===== config.mk =====
export PLATFORM = sky130hd
export DESIGN_NAME = chan_scan_mux
export DESIGN_NICKNAME = d
export VERILOG_FILES = /design/src/rtl/chan_scan_pkg.sv /design/src/rtl/next_chan_find.sv /design/src/rtl/chan_scan_mux.sv
export SDC_FILE = /design/constraint.sdc
export NUM_CORES = 1
export LEC_CHECK = 0
export ABC_AREA = 1
export ABC_CLOCK_PERIOD_IN_PS = 2100
export CELL_PAD_IN_SITES_DETAIL_PLACEMENT = 1
export CELL_PAD_IN_SITES_GLOBAL_PLACEMENT = 2
export CORE_AREA = 2 2 85 71
export CTS_CLUSTER_DIAMETER = 50
export DETAILED_ROUTE_END_ITERATION = 8
export DIE_AREA = 0 0 87 73
export PLACE_DENSITY = 0.83
export RECOVER_POWER = 100
export SYNTH_ARGS = -nofsm -noshare
export SYNTH_HDL_FRONTEND = slang
export SYNTH_SLANG_ARGS = --single-unit

===== constraint.sdc =====
create_clock -name clk -period 2.1 [get_ports clk]
set_clock_uncertainty 0.05 [all_clocks]
set_input_delay 0.21 -clock clk [delete_from_list [all_inputs] [get_ports clk]]
set_output_delay 0.21 -clock clk [all_outputs]
set_load 0.05 [all_outputs]

===== src/rtl/chan_scan_pkg.sv =====
// Shared state encoding and mode constants for the channel scan multiplexer.
package chan_scan_pkg;

    typedef enum logic [1:0] {
        IDLE = 2'd0,
        MAN  = 2'd1,
        SCAN = 2'd2
    } state_t;

    localparam logic MODE_MAN  = 1'b0;
    localparam logic MODE_SCAN = 1'b1;

endpackage


===== src/rtl/next_chan_find.sv =====
// Next-channel search: lowest set mask bit strictly above ptr, else lowest set bit overall.
// Latency: combinational, no clock.
// Backpressure: none; pure function of mask and ptr.
module next_chan_find #(
    parameter  int NCH = 8,
    localparam int SW  = $clog2(NCH)
) (
    input  logic [NCH-1:0] mask,
    input  logic [SW-1:0]  ptr,
    output logic [SW-1:0]  nxt,
    output logic           wrapped,
    output logic           none
);

    logic [SW-1:0] lo_idx;
    logic [SW-1:0] hi_idx;
    logic          hi_hit;

    // Descending walk: the last hit written is the lowest qualifying index.
    always_comb begin
        lo_idx = '0;
        hi_idx = '0;
        hi_hit = 1'b0;
        none   = 1'b1;
        for (int i = NCH - 1; i >= 0; i--) begin
            if (mask[i]) begin
                lo_idx = SW'(i);
                none   = 1'b0;
                if (i > int'(ptr)) begin
                    hi_idx = SW'(i);
                    hi_hit = 1'b1;
                end
            end
        end
        nxt     = hi_hit ? hi_idx : lo_idx;
        wrapped = !hi_hit && !none;
    end

endmodule


===== src/rtl/chan_scan_mux.sv =====
// Channel multiplexer with manual select and masked round-robin auto-scan with per-channel dwell.
// Latency: one clock from sel/din to dout.
// Backpressure: dout_vld & !dout_rdy freezes outputs, pointer, dwell counter and state.
module chan_scan_mux
    import chan_scan_pkg::*;
#(
    parameter  int NCH     = 8,
    parameter  int W       = 1,
    parameter  int DWELL_W = 4,
    localparam int SW      = $clog2(NCH)
) (
    input  logic               clk,
    input  logic               rst_n,
    input  logic [NCH*W-1:0]   din,
    input  logic [SW-1:0]      sel,
    input  logic               mode,
    input  logic               en,
    input  logic [DWELL_W-1:0] dwell,
    input  logic [NCH-1:0]     ch_mask,
    output logic [W-1:0]       dout,
    output logic [SW-1:0]      dout_ch,
    output logic               dout_vld,
    input  logic               dout_rdy,
    output logic               wrap
);

    state_t             state;
    state_t             ns;
    logic [SW-1:0]      ptr;
    logic [DWELL_W-1:0] cnt;
    logic [DWELL_W-1:0] dwell_q;

    logic               free;
    logic               entry;
    logic               adv;
    logic               man_ok;
    logic [SW-1:0]      find_ptr;
    logic [SW-1:0]      nxt_idx;
    logic               nxt_wrap;
    logic               mask_none;
    logic [SW-1:0]      tgt;

    assign free   = !dout_vld || dout_rdy;
    assign entry  = (state != SCAN);
    assign adv    = (cnt == dwell_q) || !ch_mask[ptr];
    assign man_ok = int'(sel) < NCH;

    // Searching from the top index yields the lowest set bit, which is the scan entry point.
    assign find_ptr = entry ? SW'(NCH - 1) : ptr;
    assign tgt      = (entry || adv) ? nxt_idx : ptr;

    next_chan_find #(
        .NCH (NCH)
    ) u_next_chan_find (
        .mask    (ch_mask),
        .ptr     (find_ptr),
        .nxt     (nxt_idx),
        .wrapped (nxt_wrap),
        .none    (mask_none)
    );

    always_comb begin
        ns = IDLE;
        if (!en || (mode == MODE_SCAN && mask_none)) begin
            ns = IDLE;
        end else if (mode == MODE_MAN) begin
            ns = MAN;
        end else begin
            ns = SCAN;
        end
    end

    always_ff @(posedge clk or negedge rst_n) begin
        if (!rst_n) begin
            state    <= IDLE;
            ptr      <= '0;
            cnt      <= '0;
            dwell_q  <= '0;
            dout     <= '0;
            dout_ch  <= '0;
            dout_vld <= 1'b0;
            wrap     <= 1'b0;
        end else if (free) begin
            state <= ns;
            case (ns)
                MAN: begin
                    wrap     <= 1'b0;
                    dout_vld <= man_ok;
                    if (man_ok) begin
                        dout    <= din[int'(sel)*W +: W];
                        dout_ch <= sel;
                    end
                end
                SCAN: begin
                    dout_vld <= 1'b1;
                    dout     <= din[int'(tgt)*W +: W];
                    dout_ch  <= tgt;
                    ptr      <= tgt;
                    if (entry || adv) begin
                        cnt     <= '0;
                        dwell_q <= dwell;
                        wrap    <= !entry && nxt_wrap;
                    end else begin
                        cnt  <= cnt + DWELL_W'(1);
                        wrap <= 1'b0;
                    end
                end
                default: begin
                    dout_vld <= 1'b0;
                    wrap     <= 1'b0;
                end
            endcase
        end
    end

endmodule


* Yosys cells after proc, flatten, opt, wreduce, memory -nomap -nowiden
Cells that the tools add are included.
** Word-level totals
- Bits in registers :: 19
- Latch bits :: 0
- Memory bits (writable) :: 0
- Bits in read-only memories :: 0
- Input port bits :: 28
- Logic and storage cells :: 98
- Memories kept :: 0
** Cells by class
- $add $sub $neg :: 1
- Multipliers :: 0
- Divide/modulo/power cells :: 0
- Magnitude comparators :: 8
- Equal/unequal tests :: 4
- Shift-type cells :: 2
- Mux-type cells :: 57
- Bitwise logic cells :: 0
- Reduce and logical (&&, ||, !) cells :: 18
** Operator list (number)
- $mux W3 :: 25
- $mux W1 :: 26
- $shiftx A8 B4 Y1 :: 2
- $gt A3 B3 Y1 const A :: 4
- $gt A2 B3 Y1 const A :: 2
- $logic_not A1 Y1 :: 6
- $pmux W3 S2 :: 1
- $add A4 B1 Y4 const B :: 1
- $eq A4 B4 Y1 :: 1
- $logic_or A1 B1 Y1 :: 4
- $lt A3 B4 Y1 const B :: 1
- $mux W2 :: 2
- $mux W4 :: 1
- $reduce_and A2 Y1 :: 2
- $bmux W1 S3 :: 1
- $gt A1 B3 Y1 const A :: 1
- $logic_and A1 B1 Y1 :: 3
- $reduce_and A3 Y1 :: 1
- $eq A2 B1 Y1 const B :: 1
- $eq A2 B2 Y1 const B :: 1
- $ne A2 B2 Y1 const B :: 1
- $pmux W1 S2 :: 1
- $reduce_bool A2 Y1 :: 1
- $reduce_or A2 Y1 :: 1

* Depth between registers and ports, before layout
Gate-level depths: netlist (run 1).
- Depth after elaboration :: 22
- Gate-level depth with buffers :: 17

* Cells and area by module
Synthesis (run 1) repeated with hierarchy kept, for this count alone.
** Unflattened totals
- Cells, all modules :: 229
- Area total of the unflattened synthesis :: 1460.2 sq um
** By module, submodules not included
- chan_scan_mux :: times used 1, cells an instance 171, area each 1197.4 sq um, sequential area each 475.5 sq um
- next_chan_find :: times used 1, cells an instance 58, area each 262.8 sq um, sequential area each 0.0 sq um

* Worst setup path after synthesis (run 1)
No wires, ideal clock.
- Kind :: flip-flop to flip-flop
- Start point :: register ptr[1]
- End point :: register dout
- Setup time :: 0.125 ns
- Arrival :: 1.591 ns
- Setup slack :: 0.335 ns
- Cell stages (with the launch flop) :: 17
- Cells stage by stage :: dfrtp_1 -> inv_2 -> nand3_2 -> nor2_2 -> inv_1 -> nor2_4 -> nor2_4 -> nand2_1 -> nand3_2 -> nand2_2 -> nand2_4 -> nand2_4 -> nand2_4 -> nand2_1 -> nand3_1 -> nand3_1 -> nand3_1
** On the way
- Longest elaborated chain between the ends :: 20
** RTL lines
- start, declared :: line chan_scan_mux.sv:29 : logic [SW-1:0] ptr;
- start signal, assigned :: line chan_scan_mux.sv:98 : ptr <= tgt;
- $mux W3 :: line chan_scan_mux.sv:49 : assign find_ptr = entry ? SW'(NCH - 1) : ptr;
- $gt A3 B3 Y1 :: line next_chan_find.sv:29 : if (i > int'(ptr)) begin
- $mux W3 / $mux W1 (equally long branches) :: line next_chan_find.sv:29
- $mux W3 / $mux W1 (equally long branches) :: line next_chan_find.sv:26 : if (mask[i]) begin
- $mux W3 / $mux W1 (equally long branches) :: line next_chan_find.sv:29
- $mux W3 / $mux W1 (equally long branches) :: line next_chan_find.sv:26
- $mux W3 / $mux W1 (equally long branches) :: line next_chan_find.sv:29
- $mux W3 / $mux W1 (equally long branches) :: line next_chan_find.sv:26
- (+4 left out)
- $mux W3 / $mux W1 (equally long branches) :: line next_chan_find.sv:29
- $mux W3 / $mux W1 (equally long branches) :: line next_chan_find.sv:26
- $mux W3 / $mux W1 (equally long branches) :: line next_chan_find.sv:29
- $mux W3 / $mux W1 (equally long branches) :: line next_chan_find.sv:26
- $mux W3 :: line next_chan_find.sv:35 : nxt = hi_hit ? hi_idx : lo_idx;
- $mux W3 (*) :: line chan_scan_mux.sv:50 : assign tgt = (entry || adv) ? nxt_idx : ptr;
- $shiftx A8 B4 Y1 (*) :: line chan_scan_mux.sv:96 : dout <= din[int'(tgt)*W +: W];
- $pmux W1 S2 (*) :: line chan_scan_mux.sv:85 : case (ns)
- end signal, assigned :: line chan_scan_mux.sv:90 : dout <= din[int'(sel)*W +: W];
- end signal, assigned :: line chan_scan_mux.sv:96
- end, declared :: line chan_scan_mux.sv:20 : output logic [W-1:0] dout,
Every way passes the cells marked *; elsewhere a longest branch is shown, timed or not. The select of a mux whose other input is x is not followed.
A chain may end at the register's enable or synchronous reset.

* Worst setup path after layout (run 1)
- Start point :: register state[1]
- End point :: register dout
** On the way
- Longest elaborated chain between the ends :: 21
** RTL lines
- start, declared :: line chan_scan_mux.sv:27 : state_t state;
- start signal, assigned :: line chan_scan_mux.sv:84 : state <= ns;
- $ne A2 B2 Y1 (*) :: line chan_scan_mux.sv:44 : assign entry = (state != SCAN);
- $mux W3 :: line chan_scan_mux.sv:49
- $gt A3 B3 Y1 :: line next_chan_find.sv:29
- $mux W3 / $mux W1 (equally long branches) :: line next_chan_find.sv:29
- $mux W3 / $mux W1 (equally long branches) :: line next_chan_find.sv:26
- $mux W3 / $mux W1 (equally long branches) :: line next_chan_find.sv:29
- $mux W3 / $mux W1 (equally long branches) :: line next_chan_find.sv:26
- $mux W3 / $mux W1 (equally long branches) :: line next_chan_find.sv:29
- (+5 left out)
- $mux W3 / $mux W1 (equally long branches) :: line next_chan_find.sv:29
- $mux W3 / $mux W1 (equally long branches) :: line next_chan_find.sv:26
- $mux W3 / $mux W1 (equally long branches) :: line next_chan_find.sv:29
- $mux W3 / $mux W1 (equally long branches) :: line next_chan_find.sv:26
- $mux W3 :: line next_chan_find.sv:35
- $mux W3 (*) :: line chan_scan_mux.sv:50
- $shiftx A8 B4 Y1 (*) :: line chan_scan_mux.sv:96
- $pmux W1 S2 (*) :: line chan_scan_mux.sv:85
Every way passes the cells marked *; elsewhere a longest branch is shown, timed or not.

==> results of run 1 <==
==> cell usage after synthesis, drive strengths merged <==
cell type	count	area (um^2)
nor2	22	128
o21ai	17	88.8
or2	1	8.76
xnor2	1	8.76
a21oi	9	52.6
nand4	4	25.0
o41ai	1	8.76
a31oi	1	6.26
o22ai	1	6.26
nand2	56	280
nand3b	1	7.51
xor2	4	35.0
ha	1	12.5
nor3	4	25.0
buf	1	5.00
o211ai	1	7.51
dfrtp	19	475
inv	28	105
nand3	23	135
o21bai	1	7.51
==> what timing repair did <==
action,in CTS,in global routing
setup buffers,0,6
gates resized for setup,0,21
setup endpoints to repair,0,10
==> area by class of cell <==
cell class	instances	area (um^2)
fill	687	3400
sequential	19	478
multi-input combinational	148	907
timing repair buffer	67	578
clock buffer	4	45.0
inverter	28	105
tap	67	83.8
==> worst max-delay path, delay by kind of cell, from the launching register on <==
family          cells  cell delay, ns
simple gates       14            1.10
flops               1            0.47
buf+inv             1            0.11
compound gates      1            0.10
==> cells by family (layout without fill, tap and decap cells) <==
group	Yosys count	after routing	synth area share (%)
AOI/OAI and AO/OA	31	31	12.4
xor gates and xnor gates	5	5	3.06
and+or+nand+nor	111	111	42.6
adders and majority gates	1	1	0.876
buffers and inverters	29	99	7.71
DFF	19	19	33.3
==> sequential cells by signal (all words and copies together) (netlist names) <==
register,count
cnt,4
state,2
wrap,1
dout,1
ptr,3
dwell_q,4
dout_ch,3
dout_vld,1
==> worst paths after layout <==
path                                    to  slack, ns  depth (start not counted)        from
worst max-delay path                  dout       0.14                         16    state[1]
worst min-delay path            dwell_q[1]       0.44                          3    dwell[1]
worst max register to register        dout       0.14                         16    state[1]
worst min register to register  dwell_q[3]       0.44                          2  dwell_q[3]
max in group asynchronous         state[1]       0.65                          2       rst_n
min in group asynchronous           cnt[3]       0.62                          2       rst_n
==> power breakdown <==
group	leakage [nW]	total (mW)	internal, mW	switching (mW)
clock	0.0228	0.256	0.135	0.121
combinational	0.780	0.938	0.385	0.553
sequential	0.240	0.521	0.446	0.0748
total	1.04	1.71	0.966	0.749
==> layer usage <==
| layer | routed length, um | GRT usage (%) |
|---|---|---|
| met1 | 2210 | 20.4 |
| met2 | 2150 | 22.9 |
| met3 | 159 | 2.38 |
| met4 | 11 | 2.78 |
| met5 | 0 | 0 |
==> summary.md, run 1 <==
| Metric | Value |
|---|---|
| Status | finished, final reports clean |
| Peak VDD IR | 0.411 mV |
| Core area | 5600 um^2 |
| Hold buffers post-CTS | 0 |
| Vias in the first global route | 1522 |
| Final worst-path setup slack | 0.140 ns |
| CP Cell Sequence | inv_2 -> nor2_4 -> o21ai_1 -> nand2_2 -> nand2_2 -> nand2_2 -> nor2_4 -> nand4_1 -> nand2_2 -> nand2_4 -> nand2_4 -> nand2_4 -> nand2_1 -> nand3_1 -> nand3_1 -> nand3_1 |
| Root Driver | clkbuf_8 |
| Post-Syn Nets | 225 |
| Initial Utilization | 25.5% |
| Die area | 6350 um^2 |
| Fin. Hold Viols | 0 |
| Critical path's largest stage delay | 0.47 ns |
| TNS Setup | 0 ns |
| Gate Count Post-Synth | 196 |
| Path type of the worst setup path | register to register |
| Post-detail-place hpwl | 3520 um |
| Drt first pass iters | 4 |
| Final setup violating endpoints | 0 |
| Min Tclk post-route | 1.96 ns |
| Max Fclk | 510 MHz |
| Sink Count | 19 |
| Fin area | 2200 um^2 |
| Most frequent cells in the layout | nand2_1 (37), buf_4 (32), clkdlybuf4s50_1 (26) |
| Rel. slew slack | 27.1% |
| Cells after DPL | 323 |
| ANT nets after route | 0 |
| Final nets | 296 |
| Yosys warning count | 0 |
| Crit path DAT | 2.05 ns |
| Hold Crit Class | input pin to register |
| Vias per std cell | 4.56 |
| Clk pin slew, worst setup/hold paths | 0.07 ns |
| Initial DRC count | 62 |
| Crit-path max FO | 5 |
| WL/cell | 13.6 um |
| Gpl congestion | 0.815 |
| CTS tree | done |
| Period Utilization, post-route | 93.3% |
| DR vias | 1517 |
| Worst-Skew Late Latency | 0.25 ns |
| Aggregate routed wire length | 4530 um |
| P&R area growth vs syn | 53.8% |
| Worst hold slack | 0.440 ns |
| Worst slew pin tran | 1.09 ns |
| Worst EP required | 2.19 ns |
| Syn Std Cell Area | 1430 um^2 |
| CP Capture Type | register |
| H-tree Lvls | 1 |
| Total congestion overflow | 0 |
| Nature of the critical path startpoint | register |
| Height of the die | 73 um |
| CTS buffer count | 3 |
| Post-route insts no fill | 333 |
| Pins over their slew limit | 0 |
| Commonest non-fill, non-tap cell in the layout | nand2_1 |
| Pwr per Cell Area | 781 nW/um^2 |
| Final Util | 39.2% |
| CP max-delay cell | dfrtp_2 |
| First-pass GRT wire length | 7100 um |
| Total GRT Usage | 14.3% |
| Total of max-cap violations | 0 |
| Leak | 1.04 nW |
| Fraction of layout cells with a size suffix above 1 | 33.8% |
| Total power | 1.71 mW |
| CP most frequent cell | nand2_2 |
| Top-Level Pins | 34 |
| Cell Rows | 25 |
| Syn_area_per_cell | 7.29 um^2 |
| Yosys cell types | 30 |
| Post-synthesis sequential area ratio | 33.3% |
| # diodes | 0 |
| Area post-placement | 2050 um^2 |
| Place WS | -0.0956 ns |
| Input/output buffers | 33 |
| Largest net degree at the start of global routing | 20 |
| Clock tree buffer depth | 2 |
| Initial antenna violation count | 0 |
| Flops & latches, synth | 19 |
| Drc violations | 0 |
| Die width | 87 um |
Power figures use the tool's default switching activity.
==> run 2, diff against run 1 <==
Settings changed: SKIP_CTS_REPAIR_TIMING from default to 1.
==> results of run 2 <==
Final layout, timing and power as in run 1 (identical DEF).
